--- src/rtl/mc_ctrl.sv ---
// Multicycle RV32I control FSM: FETCH/DECODE/EXEC/MEM/WB sequencing.
// Optional: MC_CTRL_ILLEGAL_TRAP_EN halts on illegal instructions.
module mc_ctrl (
  input  logic        clk,
  input  logic        rst_n,
  input  logic [31:0] instr,
  input  logic        mem_ready,
  input  logic        less,
  input  logic        zero,
  output logic        mem_req,
  output logic        mem_we,
  output logic [2:0]  mem_op,
  output logic [3:0]  alu_ctr,
  output logic        alu_asrc,
  output logic [1:0]  alu_bsrc,
  output logic [2:0]  ext_op,
  output logic        reg_wr,
  output logic        wb_sel,
  output logic        pc_wr,
  output logic [1:0]  pc_sel,
  output logic        illegal,
  output logic [2:0]  state_o
);

  typedef enum logic [2:0] {
    S_FETCH  = 3'd0,
    S_DECODE = 3'd1,
    S_EXEC   = 3'd2,
    S_MEM    = 3'd3,
    S_WB     = 3'd4,
    S_HALT   = 3'd7
  } state_t;

  localparam logic [6:0] OP_LUI   = 7'b0110111;
  localparam logic [6:0] OP_AUIPC = 7'b0010111;
  localparam logic [6:0] OP_JAL   = 7'b1101111;
  localparam logic [6:0] OP_JALR  = 7'b1100111;
  localparam logic [6:0] OP_BR    = 7'b1100011;
  localparam logic [6:0] OP_LD    = 7'b0000011;
  localparam logic [6:0] OP_ST    = 7'b0100011;
  localparam logic [6:0] OP_IMM   = 7'b0010011;
  localparam logic [6:0] OP_REG   = 7'b0110011;

  state_t      state_q;
  logic [31:0] ir_q;
  logic        illegal_q;

  logic [6:0]  opc;
  logic [2:0]  f3;
  logic        f7b;
  logic        unused_ir;

  assign opc = ir_q[6:0];
  assign f3  = ir_q[14:12];
  assign f7b = ir_q[30];
  assign unused_ir = ^{ir_q[31], ir_q[29:15], ir_q[11:7]};

  logic       legal;
  logic       is_ld, is_st, is_br, is_jal, is_jalr;
  logic [2:0] ext_d;
  logic [3:0] alu_d;
  logic       asrc_d;
  logic [1:0] bsrc_d;
  logic       taken;

  always_comb begin
    legal   = 1'b1;
    ext_d   = 3'b000;
    alu_d   = 4'b0000;
    asrc_d  = 1'b0;
    bsrc_d  = 2'b00;
    is_ld   = 1'b0;
    is_st   = 1'b0;
    is_br   = 1'b0;
    is_jal  = 1'b0;
    is_jalr = 1'b0;
    case (opc)
      OP_LUI: begin
        ext_d  = 3'b001;
        alu_d  = 4'b1111;
        bsrc_d = 2'b01;
      end
      OP_AUIPC: begin
        ext_d  = 3'b001;
        asrc_d = 1'b1;
        bsrc_d = 2'b01;
      end
      OP_JAL: begin
        ext_d  = 3'b100;
        asrc_d = 1'b1;
        bsrc_d = 2'b10;
        is_jal = 1'b1;
      end
      OP_JALR: begin
        asrc_d  = 1'b1;
        bsrc_d  = 2'b10;
        is_jalr = 1'b1;
        legal   = (f3 == 3'b000);
      end
      OP_BR: begin
        ext_d = 3'b011;
        is_br = 1'b1;
        legal = (f3[2:1] != 2'b01);
        alu_d = !f3[2] ? 4'b1000 : {3'b001, f3[1]};
      end
      OP_LD: begin
        bsrc_d = 2'b01;
        is_ld  = 1'b1;
        legal  = (f3 != 3'b011) && (f3[2:1] != 2'b11);
      end
      OP_ST: begin
        ext_d  = 3'b010;
        bsrc_d = 2'b01;
        is_st  = 1'b1;
        legal  = !f3[2] && (f3 != 3'b011);
      end
      OP_IMM: begin
        bsrc_d = 2'b01;
        alu_d  = {(f3 == 3'b101) & f7b, f3};
      end
      OP_REG: begin
        alu_d = {((f3 == 3'b000) || (f3 == 3'b101)) & f7b, f3};
      end
      default: legal = 1'b0;
    endcase
  end

  // funct3[0] inverts the sense: BNE/BGE/BGEU
  assign taken = f3[0] ^ (f3[2] ? less : zero);

  always_ff @(posedge clk) begin
    if (!rst_n) begin
      state_q   <= S_FETCH;
      ir_q      <= '0;
      illegal_q <= 1'b0;
    end else begin
      case (state_q)
        S_FETCH:
          if (mem_ready) begin
            ir_q    <= instr;
            state_q <= S_DECODE;
          end
        S_DECODE:
          if (legal) state_q <= S_EXEC;
          else begin
`ifdef MC_CTRL_ILLEGAL_TRAP_EN
            state_q   <= S_HALT;
            illegal_q <= 1'b1;
`else
            state_q   <= S_FETCH;
`endif
          end
        S_EXEC:
          if (is_br) state_q <= S_FETCH;
          else if (is_ld || is_st) state_q <= S_MEM;
          else state_q <= S_WB;
        S_MEM:
          if (mem_ready) state_q <= is_ld ? S_WB : S_FETCH;
        S_WB:    state_q <= S_FETCH;
        S_HALT:  state_q <= S_HALT;
        default: state_q <= S_FETCH;
      endcase
    end
  end

  always_comb begin
    mem_req  = 1'b0;
    mem_we   = 1'b0;
    mem_op   = 3'b000;
    alu_ctr  = 4'b0000;
    alu_asrc = 1'b0;
    alu_bsrc = 2'b00;
    ext_op   = 3'b000;
    reg_wr   = 1'b0;
    wb_sel   = 1'b0;
    pc_wr    = 1'b0;
    pc_sel   = 2'b00;
    illegal  = 1'b0;
    state_o  = 3'b000;
    if (rst_n) begin
      state_o = state_q;
      illegal = illegal_q;
      mem_op  = f3;
      case (state_q)
        S_FETCH: mem_req = 1'b1;
        S_DECODE: begin
          ext_op = ext_d;
`ifndef MC_CTRL_ILLEGAL_TRAP_EN
          pc_wr  = !legal;
`endif
        end
        S_EXEC: begin
          ext_op   = ext_d;
          alu_ctr  = alu_d;
          alu_asrc = asrc_d;
          alu_bsrc = bsrc_d;
          if (is_br) begin
            pc_wr  = 1'b1;
            pc_sel = taken ? 2'b01 : 2'b00;
          end
        end
        S_MEM: begin
          ext_op   = ext_d;
          alu_ctr  = alu_d;
          alu_asrc = asrc_d;
          alu_bsrc = bsrc_d;
          mem_req  = 1'b1;
          mem_we   = is_st;
          pc_wr    = is_st & mem_ready;
        end
        S_WB: begin
          ext_op   = ext_d;
          alu_ctr  = alu_d;
          alu_asrc = asrc_d;
          alu_bsrc = bsrc_d;
          reg_wr   = 1'b1;
          pc_wr    = 1'b1;
          wb_sel   = is_ld;
          pc_sel   = is_jal ? 2'b01 : (is_jalr ? 2'b10 : 2'b00);
        end
        default: ;
      endcase
    end
  end

endmodule

--- config.mk ---
export PLATFORM = sky130hd
export DESIGN_NAME = mc_ctrl
export DESIGN_NICKNAME = d
export VERILOG_FILES = /design/src/rtl/mc_ctrl.sv
export SDC_FILE = /design/constraint.sdc
export NUM_CORES = 1
export LEC_CHECK = 0
export CAP_MARGIN = 25
export CORE_MARGIN = 2
export CORE_UTILIZATION = 60
export CTS_BUF_LIST = sky130_fd_sc_hd__clkbuf_8
export CTS_CLUSTER_DIAMETER = 200
export DETAILED_ROUTE_END_ITERATION = 10
export DONT_BUFFER_PORTS = 1
export PLACE_DENSITY = 0.76
export SYNTH_ARGS = -nofsm -noshare
export SYNTH_HDL_FRONTEND = slang
export SYNTH_SLANG_ARGS = --single-unit
--- constraint.sdc ---
create_clock -name clk -period 4.6 [get_ports clk]
set_input_delay 0.92 -clock clk [delete_from_list [all_inputs] [get_ports clk]]
set_output_delay 0.92 -clock clk [all_outputs]
set_load 0.02 [all_outputs]
### After elaboration in Yosys (flattened, before gate mapping)

Index checks and enable logic that the tools add are counted.
W data, S select, Z words.

* register bits: 35

* bitwise logic cells: 4
* equality and inequality tests: 20
* reductions and logical operators: 18
* multiplexer cells: 47

Operators by type and width (number)
* $mux W3: 9
* $mux W1: 22
* $eq A7 B6 Y1 const B: 3
* $eq A7 B7 Y1 const B: 3
* $pmux W4 S4: 1
* $pmux W3 S5: 1
* $eq A7 B5 Y1 const B: 2
* $mux W2: 6
* $mux W4: 3
* $pmux W3 S4: 1
* $reduce_or A5 Y1: 2
* $eq A3 B3 Y1 const B: 3
* $pmux W2 S2: 2
* $eq A7 B2 Y1 const B: 1
* $eq A3 B2 Y1 const B: 2
* $logic_not A3 Y1: 2
* $ne A2 B2 Y1 const B: 3
* $reduce_or A2 Y1: 3
* $reduce_or A3 Y1: 2
* $pmux W1 S5: 1
* $pmux W1 S4: 1
* $reduce_and A2 Y1: 2
* $reduce_or A4 Y1: 1
* $and A1 B1 Y1: 3
* other kinds (7): 10

### Logic depth before layout (Yosys ltp)

Gate-level depths: netlist (run 1).

* depth in word-level cells: 6
* gate-level depth with buffers: 6
* mapped depth without buffers: 5

### Least setup slack after synthesis (run 1)

No wires, ideal clock.

* kind: reg-to-output
* start point: register ir_q[3]
* end point: output mem_we
* stages on the path, launching flop included: 5
* data arrival time: 1770 ps
* path buffers: 1
* setup slack: 1910 ps
* path through: dfxtp_1 nand4bb_1 buf_2 or3b_1 nor4_1

* word-level cells in the longest chain between the ends: 4

RTL lines
* start: declaration: line 45 `logic [31:0] ir_q;`
* start signal: assignment: line 140 `ir_q <= instr;`
* $eq A7 B6 Y1: line 77 `case (opc)`
* $mux W1: line 77
* $mux W1: line 184 `case (state_q)`
* $mux W1: line 180 `if (rst_n) begin`
* end: declaration: line 11 `output logic mem_we,`

Every way passes these cells.

### Final worst setup path (run 1)

Same ends and word-level chain as after synthesis.

==> metrics.cfg, run 1 <==
[setup_path]
max_stage_delay_ns = 0.78
crit_type = reg -> out
regToRegStartpoint = ir_q[3]
start_kind = register
cpLargestDelayFamily = simple AND/OR/NAND/NOR gates
worstSetupStartpoint = ir_q[3]
crit_chain = nand4bb_1 > or3b_1 > nor4_1
setup.worst_path.end_class = output pin
cp_slowest_cell = nor4_1
worstPathArrival_ns = 2.33
required_ns = 3.68
critPathBufInv = 0
path_max_fanout = 8

[timing]
max_slew.worst_pin.slew_ns = 0.885
drv_slew = 0
tns_ns = 0
fin_crit_sh_pct = 70.7
hold_viol = 0
setup_viol = 0
fmax_mhz = 307
maxSlewHeadroom_pct = 40.4
rsz0062_at_grt = false
fin_worst_skew_ns = 0.00217
fin_crit_ns = 3.25

[cells_and_area]
diodes = 0
layout_commonest_cell = nand2_1
nFillCells = 169
area_delta_synth_final_pct = 2.51
layout_common_cells = 36 x nand2_1, 15 x dfxtp_1, 12 x nor2_1, 11 x a21boi_0, 9 x and2_1
final_core_util_pct = 65.0
layout-drive-gt1-share_pct = 6.67
nets = 188

[detailed_routing]
via_per_inst = 5.86
drtIter0Drc = 21
drtPass1Iterations = 4
finalWirelength_um = 2390
ant_nets = 0
routedWlPerCell_um = 13.6
route.detailed.drc = 0
num_vias = 1025

[cts]
cts_setup_buffers = 0
cts_buffer_depth = 2
root_buffer = clkbuf_8
cts.clk_slew.worst_paths_ns = 0.06
cts_sinks = 15
ctsResizeCount = 0
cts_tree = yes
numCtsBuffers = 3
holdBufCountCts = 0
worstSkewPairLatency_ns = 0.24
htree_levels = 1

[global_routing]
grt_antenna_before_repair = 0
gr-usage-all-layers_pct = 21.9
grt_pass1_wl_um = 3420
grt-ovfl-total = 0
grt_start_max_net_pins = 27
grt_pass1_vias = 772

[floorplanning]
initial_core_util_pct = 63.4
core_area_um2 = 1730
rows = 15
top_level_ports = 61
die_area_um2 = 2180
die_y_um = 46.7
chipWidth_um = 46.7

[synthesis]
synth_edf_count = 0
synth_warnings = 0
synth_fa_ha_area_share_pct = 0
synth_cells = 158
synth-simple-area-share_pct = 39.3
synth_area_um2 = 1090
synth_compound_gate_area_share_pct = 23.4
synth_nets = 195
synth_top_family_by_area = simple AND/OR/NAND/NOR gates
ys_seq_area_share_pct = 27.4
synth_cell_types = 40
synth-xor-area-share_pct = 1.60
ys_ff_latch = 15
synthMuxAreaShare_pct = 1.83
yosys_most_used_dff = dfxtp_1
avgSynthCellArea_um2 = 6.93
synthArstFlopShare_pct = 0

[outcome]
outcome = finished clean

[pwr]
ir_drop_mv = 0.243
power_density_nw_per_um2 = 252
p_leak_nw = 0.388

[place]
place_hpwl_um = 1730
gp_congestion = 0.870
port_buffers = 0

[hold_path]
hold_class = reg -> reg
min_from = ir_q[30]

[job]
drv_cap = 0

## power breakdown
| group | switching [W] | leakage (nW) | internal, W | total [W] |
|---|---|---|---|---|
| clock | 0.0000427 | 0.0255 | 0.0000598 | 0.000103 |
| combinational | 0.0000173 | 0.239 | 0.0000137 | 0.0000310 |
| sequential | 0.0000126 | 0.123 | 0.000136 | 0.000149 |
| total | 0.0000726 | 0.388 | 0.000210 | 0.000282 |
## cell type report
| type | instances | area [um2] | area share [%] |
|---|---|---|---|
| sequential | 15 | 300 | 26.8 |
| tap | 25 | 31.3 | 2.79 |
| timing repair buffer | 1 | 5.00 | 0.446 |
| inverter | 4 | 15.0 | 1.34 |
| multi-input combinational | 126 | 724 | 64.5 |
| clock buffer | 3 | 41.3 | 3.68 |
| clock inverter | 1 | 5.00 | 0.446 |
## routing by layer
metal | share of wire [%] | vias up | GRT usage, %
met4 | 0.50 | 0 | 9.44
met1 | 47 | 460 | 31.0
li1 | - | 525 | -
met3 | 6.8 | 2 | 2.75
met2 | 45 | 38 | 33.3
met5 | 0 | - | 0
## flip-flops by register name, indices dropped and copies added, names as in the netlist
name	flops
ir_q	11
illegal_q	1
state_q	3
## tightest hold or removal path, delay by kind of cell, from the launching register on
family,cells,cell delay [ns]
AOI/OAI and AO/OA,1,0.06
DFF,1,0.32
and+or+nand+nor,1,0.05
## metrics by stage
| step | power, W | hold slack [ns] | cell area [um2] | worst slack [ns] | cells |
|---|---|---|---|---|---|
| finish | 0.000282 | 0.478 | 1120 | 1.35 | 175 |
| global route | 0.000298 | 0.515 | 1120 | 1.21 | 175 |
| CTS | 0.000283 | 0.483 | 1120 | 1.35 | 174 |
| detailed placement | 0.000182 | 0.475 | 1070 | 1.62 | 170 |
| global placement | 0.000181 | 0.470 | 1070 | 1.63 | 170 |
| floorplan | 0.000179 | 0.444 | 1090 | 1.91 | 158 |
## path summary, 6_finish.rpt
kind         cells after the start  slack (ns)          to
min reg2reg                      2        0.48    ir_q[30]
min                              2        0.48    ir_q[30]
max reg2reg                      5        2.82  state_q[1]
max                              3        1.35      mem_we
## cells by family (layout without fill, tap and decap cells)
| group | after synthesis | in the layout |
|---|---|---|
| buffers and inverters | 17 | 9 |
| AND/OR/NAND/NOR | 85 | 85 |
| XOR/XNOR | 2 | 2 |
| AO/OA/AOI/OAI | 37 | 37 |
| multiplexers | 2 | 2 |
| flip-flops | 15 | 15 |
## synth_stat cells (2+ instances only)
| cell type | n | share of area, % |
|---|---|---|
| o21ai_0 | 2 | 0.91 |
| a31oi_1 | 3 | 1.7 |
| or3_1 | 2 | 1.1 |
| nand4b_1 | 2 | 1.6 |
| nor4_1 | 2 | 1.1 |
| o21a_1 | 2 | 1.4 |
| nor3_1 | 5 | 2.3 |
| nor2_1 | 12 | 4.1 |
| a21boi_1 | 2 | 1.4 |
| nand2_1 | 36 | 12 |
| clkbuf_1 | 8 | 2.7 |
| mux2i_1 | 2 | 1.8 |
| nand2b_1 | 4 | 2.3 |
| dfxtp_1 | 15 | 27 |
| nand3_1 | 3 | 1.4 |
| and2_1 | 9 | 5.1 |
| inv_1 | 4 | 1.4 |
| o21ai_1 | 2 | 0.91 |
| buf_2 | 5 | 2.3 |
| a21oi_1 | 8 | 3.7 |
| a21boi_0 | 11 | 7.5 |
Note: power is estimated with default switching activity, not from simulation.
==> inputs of run 2 (changes only) <==
--- a/config.mk
+++ b/config.mk
@@ -7,7 +7,7 @@
 export LEC_CHECK = 0
 export CAP_MARGIN = 25
 export CORE_MARGIN = 2
-export CORE_UTILIZATION = 60
+export CORE_UTILIZATION = 58
 export CTS_BUF_LIST = sky130_fd_sc_hd__clkbuf_8
 export CTS_CLUSTER_DIAMETER = 200
 export DETAILED_ROUTE_END_ITERATION = 10
==> constraint.sdc (replaced) <==
create_clock -name clk -period 2.9 [get_ports clk]
set_input_delay 0.58 -clock clk [delete_from_list [all_inputs] [get_ports clk]]
set_output_delay 0.58 -clock clk [all_outputs]
set_load 0.02 [all_outputs]
==> run 2 against run 1 <==
Effect of this change: clock skew is 0.0033 ns higher; highest routed layer unchanged; sequential share of layout area down 0.41 points; critical endpoint is now alu_ctr[3]; hold slack worse by 0.011 ns.
==> metrics.cfg, run 2 (same netlist as run 1, synthesis figures left out) <==
[outcome]
outcome = finished clean

[global_routing]
gr-usage-all-layers_pct = 24.2
grt_antenna_before_repair = 0
grt_start_max_net_pins = 27
grt_pass1_wl_um = 3880
grt_pass1_vias = 915
grt-ovfl-total = 0

[cells_and_area]
top_regs = ir_q: 11 flops, state_q: 3 flops, illegal_q: 1 flops
seq_area_um2 = 300
largest_register_ffs = 11
area_delta_synth_final_pct = 4.11
nets = 190
layout_commonest_cell = nand2_1
nFillCells = 180
layout_common_cells = 36 x nand2_1, 15 x dfxtp_1, 12 x nor2_1, 11 x a21boi_0, 9 x and2_1
diodes = 0
top_register = ir_q
layout-drive-gt1-share_pct = 7.89
fin_area_um2 = 1140
multi_input_area_um2 = 724

[detailed_routing]
route.detailed.drc = 0
drtPass1Iterations = 4
drtIter0Drc = 39
num_vias = 1098
ant_nets = 0
finalWirelength_um = 2550
routedWlPerCell_um = 14.4
via_per_inst = 6.20

[setup_path]
path_max_fanout = 8
worstPathArrival_ns = 2.16
start_kind = register
required_ns = 2.32
setup.worst_path.end_class = output pin
crit_type = reg -> out

[timing]
fmax_mhz = 365
rsz0062_at_grt = false
max_slew.worst_pin.slew_ns = 0.714
fin_worst_skew_ns = 0.00548
fin_crit_sh_pct = 94.4
hold_viol = 0
drv_slew = 0
fin_hold_ws_ns = 0.467
fin_crit_ns = 2.74
tns_ns = 0
maxSlewHeadroom_pct = 52.0
setup_viol = 0

[floorplanning]
die_area_um2 = 2250
core_area_um2 = 1750
chipWidth_um = 47.4
initial_core_util_pct = 62.7
top_level_ports = 61
die_y_um = 47.4
rows = 15

[job]
drv_cap = 0

[pwr]
finalPower_w = 0.000458
ir_drop_mv = 0.357
power_density_nw_per_um2 = 402
p_leak_nw = 0.399

[cts]
root_buffer = clkbuf_8
cts_tree = yes
worstSkewPairLatency_ns = 0.25
cts_buffer_depth = 2
cts_sinks = 15
cts_setup_buffers = 0
holdBufCountCts = 0
numCtsBuffers = 3
htree_levels = 1
cts.clk_slew.worst_paths_ns = 0.07
ctsResizeCount = 0

[place]
place_hpwl_um = 1890
gp_congestion = 0.863
port_buffers = 0
dpl_cell_area_um2 = 1090

[hold_path]
hold_class = in -> reg

[run 2: cell count changes in the layout (fill, tap and decap cells not counted), sizes merged]
cell    delta
clkbuf     -1
buf        +3
[run 2: metrics by stage]
step | instances | util [%] | worst slack, ns
2_1_floorplan | 158 | - | 0.550
3_3_place_gp | 173 | 62.7 | 0.476
3_5_place_dp | 173 | 62.7 | 0.449
4_1_cts | 177 | 65.3 | 0.170
5_1_grt | 177 | 65.3 | 0.0728
6_report | 177 | 65.3 | 0.163
[run 2: final timing paths]
path | start | endpoint | slack [ns] | depth (start not counted)
worst min register to register | ir_q[1] | ir_q[1] | 0.49 | 2
worst max register to register | state_q[2] | ir_q[3] | 1.14 | 5
worst min-delay path | instr[14] | ir_q[14] | 0.47 | 2
worst max-delay path | ir_q[3] | alu_ctr[3] | 0.16 | 5
[run 2: layout make-up]
| cell class | count | area share [%] |
|---|---|---|
| Timing Repair Buffer | 3 | 1.98 |
| Clock inverter | 1 | 0.439 |
| Clock buffer | 3 | 3.62 |
| Sequential cell | 15 | 26.3 |
| Tap cell | 25 | 2.74 |
| Multi-Input combinational cell | 126 | 63.6 |
| Inverter | 4 | 1.32 |
[run 2: per-layer routing]
metal  part of all wire [%]  vias up  global-route usage (%)  routed length (um)
li1                       -      530                       -                   -
met1                     45      515                    31.3                1150
met2                     46       45                    38.9                1170
met3                    7.1        8                    4.53                 181
met4                    2.0        0                    11.1                  52
met5                      0        -                       0                   0
[run 2: critical path, cell delays in order, from the launching register on]
cell       delay [ns]
dfxtp_1          0.37
nand4bb_1        0.42
nor3b_2          0.37
nand2_1          0.14
o21a_1           0.20
a21oi_1          0.40
[run 2: power by group]
group / internal, W / switching, W
registers: 0.000216 / 0.0000195
logic: 0.0000223 / 0.0000288
clock network: 0.0000952 / 0.0000759
